<file path="src/rtl/cam_pkg.sv">
// Shared types and defaults for the camera pixel packer.
// Latency: n/a (package only).
// Backpressure: n/a (package only).
//
// Contents: default frame geometry, packer state encoding, the 35-bit
// word-plus-sideband layout, and a helper that zero-pads a partial word.
package cam_pkg;

    localparam int PIX_PER_LINE_DEF = 640;
    localparam int NUM_LINES_DEF    = 480;
    localparam int FIFO_DEPTH_DEF   = 16;

    typedef enum logic [1:0] {
        WAIT_FRAME = 2'd0,
        ACTIVE     = 2'd1,
        DROP       = 2'd2
    } cam_state_t;

    // {eof, eol, sof, data[31:0]}; byte 0 of the group sits in data[7:0].
    typedef struct packed {
        logic        eof;
        logic        eol;
        logic        sof;
        logic [31:0] data;
    } cam_word_t;

    localparam int WORD_W = $bits(cam_word_t);

    // Builds a short word from the bytes already held; lanes at or above
    // num_bytes are forced to zero so stale bytes from earlier groups never leak.
    function automatic logic [31:0] pad_partial(input logic [23:0] held,
                                                input logic [1:0]  num_bytes);
        logic [31:0] w;
        w = '0;
        case (num_bytes)
            2'd1:    w = {24'h0, held[7:0]};
            2'd2:    w = {16'h0, held[15:0]};
            2'd3:    w = {8'h0,  held[23:0]};
            default: w = '0;
        endcase
        return w;
    endfunction

endpackage

</file>
<file path="src/rtl/cam_pixel_packer_if.sv">
// Packed-word stream from the pixel packer to the frame-buffer writer.
// Latency: n/a (wires only).
// Backpressure: out_ready from the slave holds the head word in place.
//
// Signals: out_data/out_sof/out_eol/out_eof word and markers, out_valid head
// valid, out_ready consumer accept. master = packer, slave = consumer.
interface cam_pixel_packer_if;

    logic [31:0] out_data;
    logic        out_sof;
    logic        out_eol;
    logic        out_eof;
    logic        out_valid;
    logic        out_ready;

    modport master (
        output out_data,
        output out_sof,
        output out_eol,
        output out_eof,
        output out_valid,
        input  out_ready
    );

    modport slave (
        input  out_data,
        input  out_sof,
        input  out_eol,
        input  out_eof,
        input  out_valid,
        output out_ready
    );

endinterface

</file>
<file path="src/rtl/cam_word_fifo.sv">
// Synchronous show-ahead FIFO for packed camera words.
// Latency: a pushed word is visible at the head one clock after the push.
// Backpressure: push is ignored when full unless a pop happens the same cycle.
//
// Ports: clk, rst_n (sync, active-low), push/push_dat in, pop in,
// head_dat (current head, valid when !empty), full, empty, count.
module cam_word_fifo
    import cam_pkg::*;
#(
    parameter int WIDTH = WORD_W,
    parameter int DEPTH = FIFO_DEPTH_DEF
) (
    input  logic                     clk,
    input  logic                     rst_n,
    input  logic                     push,
    input  logic [WIDTH-1:0]         push_dat,
    input  logic                     pop,
    output logic [WIDTH-1:0]         head_dat,
    output logic                     full,
    output logic                     empty,
    output logic [$clog2(DEPTH):0]   count
);

    localparam int AW = $clog2(DEPTH);
    localparam logic [AW:0] PTR_ONE = (AW + 1)'(1);

    logic [WIDTH-1:0] mem [DEPTH];
    logic [AW:0]      wr_ptr;
    logic [AW:0]      rd_ptr;
    logic             do_push;
    logic             do_pop;

    // Pointers carry one extra MSB so full and empty differ only in that bit.
    assign empty = (wr_ptr == rd_ptr);
    assign full  = (wr_ptr[AW] != rd_ptr[AW]) && (wr_ptr[AW-1:0] == rd_ptr[AW-1:0]);
    assign count = wr_ptr - rd_ptr;

    assign do_pop  = pop && !empty;
    assign do_push = push && (!full || do_pop);

    assign head_dat = mem[rd_ptr[AW-1:0]];

    always_ff @(posedge clk) begin
        if (!rst_n) begin
            wr_ptr <= '0;
            rd_ptr <= '0;
        end else begin
            if (do_push) wr_ptr <= wr_ptr + PTR_ONE;
            if (do_pop)  rd_ptr <= rd_ptr + PTR_ONE;
        end
    end

    // Storage is not reset; the pointers alone define what is valid.
    always_ff @(posedge clk) begin
        if (do_push) mem[wr_ptr[AW-1:0]] <= push_dat;
    end

endmodule

</file>
<file path="src/rtl/cam_pixel_packer.sv">
// Packs the 8-bit camera pixel stream into 32-bit words tagged sof/eol/eof.
// Latency: out_valid rises one pclk after the byte completing a word is sampled.
// Backpressure: FIFO_DEPTH-word buffer; on overflow the rest of the frame is dropped.
//
// Ports: pclk, rst_n (sync, active-low); vsync, pixel_valid, pixel[7:0] from
// the receiver; out_if (master) word stream; overflow (sticky), drop_cnt
// (saturating), frame_cnt (vsync rising edges, wraps).
module cam_pixel_packer
    import cam_pkg::*;
#(
    parameter int PIX_PER_LINE = PIX_PER_LINE_DEF,
    parameter int NUM_LINES    = NUM_LINES_DEF,
    parameter int FIFO_DEPTH   = FIFO_DEPTH_DEF
) (
    input  logic                      pclk,
    input  logic                      rst_n,
    input  logic                      vsync,
    input  logic                      pixel_valid,
    input  logic [7:0]                pixel,
    cam_pixel_packer_if.master        out_if,
    output logic                      overflow,
    output logic [15:0]               drop_cnt,
    output logic [15:0]               frame_cnt
);

    localparam int PC_W  = $clog2(PIX_PER_LINE + 1);
    localparam int CNT_W = $clog2(FIFO_DEPTH) + 1;
    localparam logic [PC_W-1:0]  LAST_PIX  = PC_W'(PIX_PER_LINE - 1);
    localparam logic [15:0]      LAST_LINE = 16'(NUM_LINES - 1);
    localparam logic [CNT_W-1:0] DEPTH_CNT = CNT_W'(FIFO_DEPTH);

    cam_state_t        state_q;
    cam_state_t        state_d;

    logic              vsync_p1;
    logic              pixel_valid_p1;
    logic [1:0]        byte_idx;
    logic [23:0]       held;
    logic [PC_W-1:0]   pix_cnt;
    logic [15:0]       line_cnt;
    logic              sof_pending;

    logic              vs_rise;
    logic              line_end;
    logic              packing;
    logic              byte_take;
    logic              full_word;
    logic              part_word;
    logic              push_req;
    logic              push_ok;
    logic              pop;
    logic              fifo_push;
    logic              word_drop;
    cam_word_t         new_word;

    cam_word_t         fifo_head;
    cam_word_t         head;
    logic              fifo_full;
    logic              fifo_empty;
    logic [CNT_W-1:0]  fifo_count;

    // ------------------------------------------------------------------
    // Event decode
    // ------------------------------------------------------------------
    assign vs_rise  = vsync && !vsync_p1;
    assign line_end = pixel_valid_p1 && !pixel_valid;

    // The packer also runs in DROP so that every word formed there can be
    // counted as dropped. A frame boundary overrides the byte on that edge.
    assign packing   = (state_q != WAIT_FRAME) && !vs_rise;
    assign byte_take = packing && pixel_valid;
    assign full_word = byte_take && (byte_idx == 2'd3);
    assign part_word = packing && line_end && (byte_idx != 2'd0);
    assign push_req  = full_word || part_word;

    assign pop     = out_if.out_valid && out_if.out_ready;
    assign push_ok = (fifo_count < DEPTH_CNT) || pop;

    always_comb begin
        new_word     = '0;
        new_word.sof = sof_pending;
        if (full_word) begin
            new_word.data = {pixel, held};
            new_word.eol  = (pix_cnt == LAST_PIX);
        end else begin
            new_word.data = pad_partial(held, byte_idx);
            new_word.eol  = 1'b1;
        end
        new_word.eof = new_word.eol && (line_cnt == LAST_LINE);
    end

    // ------------------------------------------------------------------
    // FSM: state register
    // ------------------------------------------------------------------
    always_ff @(posedge pclk) begin
        if (!rst_n) state_q <= WAIT_FRAME;
        else        state_q <= state_d;
    end

    // FSM: next state
    always_comb begin
        state_d = state_q;
        if (vs_rise) begin
            state_d = ACTIVE;
        end else if (state_q == ACTIVE && push_req && fifo_full && !pop) begin
            state_d = DROP;
        end
    end

    // FSM: outputs
    always_comb begin
        fifo_push = 1'b0;
        word_drop = 1'b0;
        case (state_q)
            ACTIVE: begin
                fifo_push = push_req && push_ok;
                word_drop = push_req && !push_ok;
            end
            DROP: begin
                word_drop = push_req;
            end
            default: begin
                fifo_push = 1'b0;
                word_drop = 1'b0;
            end
        endcase
    end

    // ------------------------------------------------------------------
    // Packing datapath and status counters
    // ------------------------------------------------------------------
    always_ff @(posedge pclk) begin
        if (!rst_n) begin
            vsync_p1       <= 1'b0;
            pixel_valid_p1 <= 1'b0;
            byte_idx       <= 2'd0;
            held           <= '0;
            pix_cnt        <= '0;
            line_cnt       <= '0;
            sof_pending    <= 1'b0;
            overflow       <= 1'b0;
            drop_cnt       <= '0;
            frame_cnt      <= '0;
        end else begin
            vsync_p1       <= vsync;
            pixel_valid_p1 <= pixel_valid;

            if (vs_rise) begin
                frame_cnt   <= frame_cnt + 16'd1;
                byte_idx    <= 2'd0;
                pix_cnt     <= '0;
                line_cnt    <= '0;
                sof_pending <= 1'b1;
            end else if (packing) begin
                if (byte_take) begin
                    case (byte_idx)
                        2'd0:    held[7:0]   <= pixel;
                        2'd1:    held[15:8]  <= pixel;
                        2'd2:    held[23:16] <= pixel;
                        default: held        <= held;
                    endcase
                    byte_idx <= byte_idx + 2'd1;
                    // Restart at the nominal line length so an over-long
                    // line gets another eol each PIX_PER_LINE bytes.
                    pix_cnt  <= (pix_cnt == LAST_PIX) ? '0 : pix_cnt + PC_W'(1);
                end else if (line_end) begin
                    byte_idx <= 2'd0;
                    pix_cnt  <= '0;
                    if (line_cnt != 16'hFFFF) line_cnt <= line_cnt + 16'd1;
                end
                if (push_req) sof_pending <= 1'b0;
            end

            if (word_drop) begin
                overflow <= 1'b1;
                if (drop_cnt != 16'hFFFF) drop_cnt <= drop_cnt + 16'd1;
            end
        end
    end

    // ------------------------------------------------------------------
    // Output buffer
    // ------------------------------------------------------------------
    cam_word_fifo #(
        .WIDTH (WORD_W),
        .DEPTH (FIFO_DEPTH)
    ) u_fifo (
        .clk      (pclk),
        .rst_n    (rst_n),
        .push     (fifo_push),
        .push_dat (new_word),
        .pop      (pop),
        .head_dat (fifo_head),
        .full     (fifo_full),
        .empty    (fifo_empty),
        .count    (fifo_count)
    );

    // Gate the head so the word bus reads zero whenever nothing is valid.
    assign head = fifo_empty ? '0 : fifo_head;

    assign out_if.out_valid = !fifo_empty;
    assign out_if.out_data  = head.data;
    assign out_if.out_sof   = head.sof;
    assign out_if.out_eol   = head.eol;
    assign out_if.out_eof   = head.eof;

endmodule

</file>
<file path="src/flat_wrapper.sv">
// flat-port wrapper written by rule: the top's interface ports become plain ports
module cam_pixel_packer_flat import cam_pkg::*;
#(
    parameter int PIX_PER_LINE = PIX_PER_LINE_DEF,
    parameter int NUM_LINES    = NUM_LINES_DEF,
    parameter int FIFO_DEPTH   = FIFO_DEPTH_DEF
)
  (pclk, rst_n, vsync, pixel_valid, pixel, overflow, drop_cnt, frame_cnt, out_if_out_data, out_if_out_sof, out_if_out_eol, out_if_out_eof, out_if_out_valid, out_if_out_ready);
  cam_pixel_packer_if out_if_i ();
  input  logic pclk;
  input  logic rst_n;
  input  logic vsync;
  input  logic pixel_valid;
  input  logic [7:0] pixel;
  output logic overflow;
  output logic [15:0] drop_cnt;
  output logic [15:0] frame_cnt;
  output wire logic [$bits(out_if_i.out_data)-1:0] out_if_out_data;
  output wire logic [$bits(out_if_i.out_sof)-1:0] out_if_out_sof;
  output wire logic [$bits(out_if_i.out_eol)-1:0] out_if_out_eol;
  output wire logic [$bits(out_if_i.out_eof)-1:0] out_if_out_eof;
  output wire logic [$bits(out_if_i.out_valid)-1:0] out_if_out_valid;
  input wire logic [$bits(out_if_i.out_ready)-1:0] out_if_out_ready;
  assign out_if_out_data = out_if_i.out_data;
  assign out_if_out_sof = out_if_i.out_sof;
  assign out_if_out_eol = out_if_i.out_eol;
  assign out_if_out_eof = out_if_i.out_eof;
  assign out_if_out_valid = out_if_i.out_valid;
  assign out_if_i.out_ready = out_if_out_ready;
  cam_pixel_packer #(.PIX_PER_LINE(PIX_PER_LINE), .NUM_LINES(NUM_LINES), .FIFO_DEPTH(FIFO_DEPTH)) u_core (.pclk(pclk), .rst_n(rst_n), .vsync(vsync), .pixel_valid(pixel_valid), .pixel(pixel), .out_if(out_if_i), .overflow(overflow), .drop_cnt(drop_cnt), .frame_cnt(frame_cnt));
endmodule
</file>
<file path="config.mk">
export PLATFORM = sky130hd
export DESIGN_NAME = cam_pixel_packer_flat
export DESIGN_NICKNAME = d
export VERILOG_FILES = /design/src/rtl/cam_pkg.sv /design/src/rtl/cam_pixel_packer_if.sv /design/src/rtl/cam_word_fifo.sv /design/src/rtl/cam_pixel_packer.sv /design/src/flat_wrapper.sv
export SDC_FILE = /design/constraint.sdc
export NUM_CORES = 1
export LEC_CHECK = 0
export CAP_MARGIN = 5
export CORE_MARGIN = 2
export CORE_UTILIZATION = 29
export DETAILED_ROUTE_END_ITERATION = 8
export PLACE_DENSITY_LB_ADDON = 0.25
export SYNTH_ARGS = -nofsm -noshare
export SYNTH_HDL_FRONTEND = slang
export SYNTH_SLANG_ARGS = --single-unit
</file>
<file path="constraint.sdc">
create_clock -name pclk -period 12 [get_ports pclk]
set_clock_uncertainty 0.2 [all_clocks]
set_input_delay 1.8 -clock pclk [delete_from_list [all_inputs] [get_ports pclk]]
set_output_delay 1.8 -clock pclk [all_outputs]
set_load 0.1 [all_outputs]
</file>
==> flow_metrics.tcl, run 1 <==
set metrics [dict create \
    grt_pass1_vias 14100 \
    portBuffers 81 \
    seq_area_frac_synth_pct 72.0 \
    timing.rr.start "u_core.u_fifo.wr_ptr[3]" \
    die_x_um 305 \
    cts_setup_buffers 0 \
    dp_hpwl_um 34700 \
    synth_largest_area_cell "edfxtp_1" \
    n_antenna_cell 0 \
    rsz0062_at_grt "no" \
    crit_slowest_cell "dfxtp_4" \
    start_util_pct 29.2 \
    crit_type "flip-flop to output pin" \
    die_area_sq_um 92900 \
    avgRoutedWirePerCell_um 23.2 \
    synth_top_area_share_pct 64.1 \
    postSynthNetCount 1477 \
    ys_ff_latch 664 \
    synth_cells 1443 \
    grt_max_degree 69 \
    synthArstFlopShare_pct 0 \
    cts-root-buf "clkbuf_16" \
    synth_area_sq_um 26200 \
    max_slew.worst_pin.slew_ps 1210 \
    ff2ff_setup_slack_ps 6930 \
    fp-row-count 110 \
    cts_tree "built" \
    grt-ovfl-total 0 \
    pin_count 82 \
    groute.usage.overall_pct 13.8 \
    reg2reg_depth 9 \
    r2r_end "u_core.u_fifo.mem[13][18]" \
    slew_headroom_pct 19.3 \
    powerDensity_nw_per_um2 151 \
    crit_required_ps 10000 \
    post_synth.cell_area_avg_sq_um 18.2 \
    hold_violations 0 \
    layout_common_cells "edfxtp_1 (560), mux4_2 (175), dfxtp_1 (100)" \
    path_common_cell "mux4_2" \
    maxSlewViolCount 0 \
    cpPeakStageDelay_ps 1020 \
    antenna_left 0 \
    setup_violations 0 \
    routed_wl_um 64600 \
    peakVddDrop_uv 82.3 \
    fin_crit_ps 6930 \
    synthTopCellsByArea "edfxtp_1 (64%), mux4_2 (15%), dfxtp_1 (7.9%), and2_1 (1.3%), a21oi_1 (1.1%)" \
    post_dp_cell_area_sq_um 28500 \
    drive_above_1_share_pct 20.1 \
    drtPass1Iterations 5 \
    hold_buffers 0 \
    final_nets 1584 \
    antenna_found_initial 5 \
    fin_crit_sh_pct 57.8 \
    status "complete, no violations" \
    power_uw 4660 \
    drt_first_iter_violations 972 \
    final_common_cell "edfxtp_1" \
    gp_congestion 0.743 \
    tns_ps 0 \
    area_growth_pct 17.4 \
    die_y_um 305 \
    clk_pin_slew_ps 60 \
    numCtsBuffers 74 \
    clock-sinks 664 \
    leakage_uw 0.00892 \
    insertion_delay_ps 610 \
    clock.fmax_mhz 144 \
    drc 0 \
    hold_path.class "flip-flop to flip-flop" \
    ys_types 54 \
    fin_area_sq_um 30800 \
    cp-end-kind "output pin" \
    path_cells "buf_4 > mux4_2 > mux4_2 > and2_1 > clkdlybuf4s50_1" \
    critPathMaxFanout 50 \
    synth-edff-count 560 \
    synth_ff_type "edfxtp_1" \
    clk_path_buf_depth 3 \
    via_count 13500 \
    via_per_inst 4.86 \
    drv_cap 0 \
    ctsResizeCount 0 \
    h-tree-depth 3 \
    yosys_warnings 0 \
    grt_first_pass_wirelength_um 94600 \
    coreArea_sq_um 89900 \
    fill_cells 8457 \
    worst_ep_arrival_time_ps 4930 \
    endpoint "out_if_out_data[29]" \
    whs_ps 250 \
    start_kind "flip-flop" \
]
==> stage by stage <==
stage	setup WS (ps)	instances	util [%]
final	5070	2785	34.3
after global routing	4640	2785	34.3
after CTS	4820	2785	34.3
after detailed placement	5490	2650	31.7
after global placement	5530	2650	31.7
after floorplan	5740	1443	-
==> sequential cells by signal, summed over array words and instances (netlist names), named ones only <==
| register | flops |
|---|---|
| u_core.u_fifo.mem | 560 |
| u_core.held | 24 |
| u_core.drop_cnt | 16 |
| u_core.frame_cnt | 16 |
| u_core.line_cnt | 16 |
| u_core.pix_cnt | 10 |
| u_core.u_fifo.rd_ptr | 5 |
| u_core.u_fifo.wr_ptr | 5 |
| u_core.byte_idx | 2 |
| u_core.state_q | 2 |
| u_core.overflow | 1 |
| u_core.pixel_valid_p1 | 1 |
| u_core.sof_pending | 1 |
| u_core.vsync_p1 | 1 |
==> routing by layer <==
layer / track usage (%) / vias to the layer above / part of all wire [%]
li1: - / 5988 / -
met1: 18.6 / 7136 / 45
met2: 22.9 / 304 / 48
met3: 2.42 / 95 / 4.6
met4: 4.13 / 8 / 2.1
met5: 0 / - / 0.085
==> worst max-delay path: cells and delay by family, from the launching register on <==
kind,cells,cell delay [ps]
muxes,2,1110
and+or+nand+nor,1,200
buffers and inverters,2,1950
DFF,1,1020
==> final cells by class <==
class | count | area, sq um | area share [%]
multi-input combinational | 687 | 7090 | 23.0
tap | 1176 | 1470 | 4.77
inverter | 18 | 67.6 | 0.219
sequential | 664 | 18900 | 61.4
clock inverter | 36 | 295 | 0.958
timing repair buffer | 105 | 991 | 3.21
clock buffer | 99 | 2000 | 6.48
==> cells by family (layout without fill, tap and decap cells) <==
kind of cell | after synthesis | in the layout | synth area share, %
DFF | 664 | 664 | 72.0
and+or+nand+nor | 343 | 343 | 6.78
muxes | 180 | 180 | 15.2
AOI/OAI and AO/OA | 111 | 111 | 2.50
buffers and inverters | 92 | 258 | 1.41
xor gates and xnor gates | 32 | 32 | 1.10
adders and majority gates | 21 | 21 | 1.00
==> how the worst min path moves through the flow <==
stage | from | cells after the start | end | slack [ps]
detailed placement | u_core.overflow | 2 | u_core.overflow | 240
global placement | u_core.held[1] | 2 | u_core.held[1] | 240
global route | u_core.held[18] | 2 | u_core.held[18] | 260
CTS | u_core.overflow | 2 | u_core.overflow | 250
finish | u_core.held[19] | 2 | u_core.held[19] | 250
floorplan | u_core.held[10] | 2 | u_core.held[10] | 230
==> synthesized netlist by cell type, drive strengths merged (2+ instances only) <==
library cell	count
and4	5
or3	11
nor2	67
a32oi	2
a21oi	57
or4	10
xor2	14
a311o	2
and2	55
o21a	5
nor3b	4
xnor2	18
nor4	5
nor3	13
nand4	14
o21ai	19
nand2	72
nand2b	11
a211oi	4
nand3	42
and3	18
edfxtp	560
a22oi	2
dfxtp	104
nor2b	10
inv	18
clkbuf	51
o211ai	2
mux2i	4
o31ai	10
buf	23
ha	21
nor4b	3
mux4	175
==> power by group <==
part	internal, uW	switching (uW)
registers	2470	2.98
logic	10.4	27.4
clock network	1240	914
total	3720	945
No activity file was read; power rests on OpenSTA's default activity.
==> run 2, diff against run 1 <==
==> constraint.sdc (replaced) <==
create_clock -name pclk -period 6.05 [get_ports pclk]
set_clock_uncertainty 0.2 [all_clocks]
set_input_delay 0.9075 -clock pclk [delete_from_list [all_inputs] [get_ports pclk]]
set_output_delay 0.9075 -clock pclk [all_outputs]
set_load 0.1 [all_outputs]
==> flow_metrics.tcl, run 2 (synthesis gave the netlist of run 1 again) <==
set metrics [dict create \
    timing.rr.start "u_core.byte_idx[1]" \
    fp-row-count 110 \
    fin_util_pct 34.5 \
    drc 0 \
    powerDensity_nw_per_um2 298 \
    cts-root-buf "clkbuf_16" \
    layout_common_cells "edfxtp_1 (560), mux4_2 (175), dfxtp_1 (100)" \
    slew_headroom_pct 23.8 \
    crit_type "flip-flop to output pin" \
    die_y_um 305 \
    grt_first_pass_wirelength_um 91300 \
    numCtsBuffers 73 \
    hold_violations 0 \
    area_growth_pct 18.2 \
    critPathMaxFanout 27 \
    start_util_pct 29.2 \
    worst_ep_arrival_time_ps 4100 \
    r2r_end "u_core.u_fifo.mem[10][14]" \
    reg2reg_depth 7 \
    hold_path_startpoint "u_core.held[14]" \
    cp-end-kind "output pin" \
    placedCellCount 2661 \
    tns_ps 0 \
    clk_path_buf_depth 3 \
    start_kind "flip-flop" \
    grt-ovfl-total 0 \
    via_per_inst 4.82 \
    groute.usage.overall_pct 13.3 \
    hold-path-endpoint "u_core.held[14]" \
    cts_tree "built" \
    via_count 13500 \
    pwr-share-comb_pct 0.8 \
    hold_path.class "flip-flop to flip-flop" \
    path_common_cell "mux4_2" \
    fin_crit_sh_pct 86.1 \
    power_uw 9240 \
    drive_above_1_share_pct 20.8 \
    coreArea_sq_um 89900 \
    h-tree-depth 3 \
    post_dp_cell_area_sq_um 28700 \
    largest_register_ffs 560 \
    hold_buffers 0 \
    crit_required_ps 4940 \
    die_x_um 305 \
    path_cells "buf_4 > mux4_2 > mux4_2 > and2_1 > clkdlybuf4s50_1" \
    antenna_left 0 \
    crit_buf_inv 2 \
    clk_pin_slew_ps 60 \
    p_seq_share_pct 53.1 \
    cpPeakStageDelay_ps 960 \
    ff2ff_setup_slack_ps 1820 \
    antenna_found_initial 8 \
    dp_hpwl_um 35600 \
    drv_cap 0 \
    clkPwrFrac_pct 46.2 \
    cts_setup_buffers 0 \
    pin_count 82 \
    p_int_uw 7380 \
    rsz0062_at_grt "no" \
    routed_wl_um 61800 \
    final_nets 1594 \
    die_area_sq_um 92900 \
    avgRoutedWirePerCell_um 22.1 \
    power_switching_uw 1860 \
    grt_max_degree 51 \
    whs_path_depth 2 \
    portBuffers 81 \
    swShare_pct 20.1 \
    insertion_delay_ps 620 \
    crit_slowest_cell "clkdlybuf4s50_1" \
    maxSlewViolCount 0 \
    status "complete, no violations" \
    grt_pass1_vias 13900 \
    drt_first_iter_violations 997 \
    clock-sinks 664 \
    leakage_uw 0.00908 \
    clock.fmax_mhz 192 \
    final_common_cell "edfxtp_1" \
    fin_crit_ps 5210 \
    peakVddDrop_uv 187 \
    crit_family "buffers and inverters" \
    fin_area_sq_um 31000 \
    max_slew.worst_pin.slew_ps 1140 \
    fin_cells 2795 \
    ctsResizeCount 0 \
    setup_violations 0 \
    gp_congestion 0.761 \
    drtPass1Iterations 5 \
]
==> run 2: cell type report <==
cell class,instances,area (sq um)
Sequential cell,664,18900
Clock buffer,98,1950
Timing Repair Buffer,116,1160
Antenna cell,2,5.00
Fill cell,8450,58900
Clock inverter,34,365
Multi-Input combinational cell,687,7090
Tap cell,1176,1470
Inverter,18,67.6
==> run 2: per-stage QoR <==
stage	hold slack [ps]	setup WS (ps)
after floorplan	232	680
after global placement	240	1290
after detailed placement	246	1250
after CTS	255	690
after global routing	277	589
final	251	841
==> run 2: worst max-delay path by stage <==
stage               from                        end  slack [ps]  depth (start not counted)
2_1_floorplan      vsync    u_core.u_fifo.mem[0][0]         680                          6
3_3_place_gp       vsync   u_core.u_fifo.mem[9][22]        1290                          8
3_5_place_dp       vsync  u_core.u_fifo.mem[10][15]        1250                          8
4_1_cts        flip-flop         out_if_out_data[2]         690                          5
5_1_grt        flip-flop         out_if_out_data[2]         590                          5
6_report       flip-flop         out_if_out_data[2]         840                          5
==> run 2: worst min-delay path: cells and delay by family (launching register included) <==
| family | cells | cell delay [ps] |
|---|---|---|
| flops | 1 | 300 |
| simple gates | 1 | 50 |
| compound gates | 1 | 50 |
==> run 2: layer usage <==
metal | vias to the layer above | part of all wire, % | global-route usage [%]
li1 | 6014 | - | -
met1 | 7103 | 46 | 18.3
met2 | 263 | 47 | 21.2
met3 | 91 | 5.0 | 2.98
met4 | 10 | 2.0 | 3.55
met5 | - | 0.11 | 0
==> run 2: power groups by stage <==
stage	clock, uW	combinational, uW	sequential (uW)
CTS	4380	71.9	4900
finish	4270	71.4	4900
floorplan	0	34.1	5000
global route	4560	78.3	4900
global placement	0	70.6	5000
detailed placement	0	71.6	5000
==> run 3, diff against run 2 <==
--- a/config.mk
+++ b/config.mk
@@ -6,7 +6,6 @@
 export NUM_CORES = 1
 export LEC_CHECK = 0
 export CAP_MARGIN = 5
-export CORE_MARGIN = 2
 export CORE_UTILIZATION = 29
 export DETAILED_ROUTE_END_ITERATION = 8
 export PLACE_DENSITY_LB_ADDON = 0.25
==> flow_metrics.tcl, run 3 (synthesis gave the netlist of run 1 again) <==
set metrics [dict create \
    ctsResizeCount 0 \
    cp-end-kind "output pin" \
    n_antenna_cell 0 \
    coreArea_sq_um 89100 \
    fin_area_sq_um 31100 \
    wl_met2_um 30100 \
    die_y_um 303 \
    final_nets 1598 \
    die_area_sq_um 91700 \
    start_util_pct 29.5 \
    drtPass1Iterations 5 \
    fill_cells 8293 \
    max_slew.worst_pin.slew_ps 1190 \
    antenna_left 0 \
    crit_required_ps 4940 \
    grt_max_degree 102 \
    dp_hpwl_um 35700 \
    routed_wl_um 62900 \
    hold_violations 0 \
    pin_count 82 \
    multi_input_area_sq_um 7090 \
    hold_path.class "flip-flop to flip-flop" \
    slew_headroom_pct 20.4 \
    fin_crit_ps 5180 \
    fin_crit_sh_pct 85.5 \
    avgRoutedWirePerCell_um 22.5 \
    wl_met1_um 28600 \
    grt_first_pass_wirelength_um 93900 \
    gp_congestion 0.730 \
    powerDensity_nw_per_um2 306 \
    status "complete, no violations" \
    portBuffers 81 \
    maxSlewViolCount 0 \
    final_common_cell "edfxtp_1" \
    grt_pass1_vias 14300 \
    peakVddDrop_uv 167 \
    cts_setup_buffers 0 \
    h-tree-depth 3 \
    clk_path_buf_depth 3 \
    clk_pin_slew_ps 60 \
    clock-sinks 664 \
    drc 0 \
    start_kind "flip-flop" \
    insertion_delay_ps 600 \
    setup_violations 0 \
    worst_ep_arrival_time_ps 4070 \
    drt_first_iter_violations 1089 \
    tns_ps 0 \
    via_count 13600 \
    clock.fmax_mhz 193 \
    area_growth_pct 18.6 \
    antenna_found_initial 3 \
    largest_register_ffs 560 \
    fp-row-count 109 \
    critPathMaxFanout 27 \
    drive_above_1_share_pct 21.0 \
    routed.top_layer "met4" \
    rsz0062_at_grt "no" \
    groute.usage.overall_pct 13.9 \
    numCtsBuffers 76 \
    layout_common_cells "edfxtp_1 (560), mux4_2 (175), dfxtp_1 (100)" \
    hold_buffers 0 \
    post_dp_cell_area_sq_um 28600 \
    crit_type "flip-flop to output pin" \
    die_x_um 303 \
    drv_cap 0 \
    cts_tree "built" \
    cts-root-buf "clkbuf_16" \
    area.sequential_sq_um 18900 \
    via_per_inst 4.87 \
    wl_met3_um 2920 \
    grt-ovfl-total 0 \
    leakage_uw 0.00916 \
    whs_ps 249 \
]
## run 3: final timing paths
check                                from                  endpoint  slack [ps]  cells after the start
setup / recovery                flip-flop       out_if_out_data[18]         870                      5
setup reg to reg  u_core.u_fifo.wr_ptr[3]  u_core.u_fifo.mem[6][17]        1700                      9
hold reg to reg           u_core.held[17]           u_core.held[17]         250                      2
hold / removal            u_core.held[17]           u_core.held[17]         250                      2
## run 3: area by class of cell
| type | instances | share of cell area, % |
|---|---|---|
| sequential | 664 | 60.7 |
| multi-input combinational | 687 | 22.8 |
| clock buffer | 100 | 6.60 |
| tap | 1165 | 4.68 |
| timing repair buffer | 117 | 3.59 |
| clock inverter | 40 | 1.41 |
| inverter | 18 | 0.217 |
## run 3: per-layer routing
metal | up-vias | track usage, %
met1 | 7171 | 19.3
met4 | 0 | 3.49
met3 | 94 | 2.42
met2 | 312 | 22.7
met5 | - | 0
li1 | 6012 | -
## run 3: through the flow
step | utilization (%) | instances | power, uW | worst slack (ps)
after floorplan | - | 1443 | 5040 | 680
after global placement | 32.2 | 2651 | 5070 | 1400
after detailed placement | 32.2 | 2651 | 5070 | 1390
after CTS | 35.0 | 2791 | 9660 | 733
after global routing | 35.0 | 2791 | 9810 | 646
final | 35.0 | 2791 | 9530 | 874
## run 3: critical path, cell delays in order (launching register included)
cell             delay, ps
dfxtp_4                740
buf_4                  490
mux4_2                 540
mux4_2                 500
and2_1                 180
clkdlybuf4s50_1        970
## run 3: power breakdown
group	leakage, uW	internal, uW	switching [uW]
registers	0.00581	4890	6.15
logic	0.00214	20.1	54.0
clock network	0.00120	2750	1800
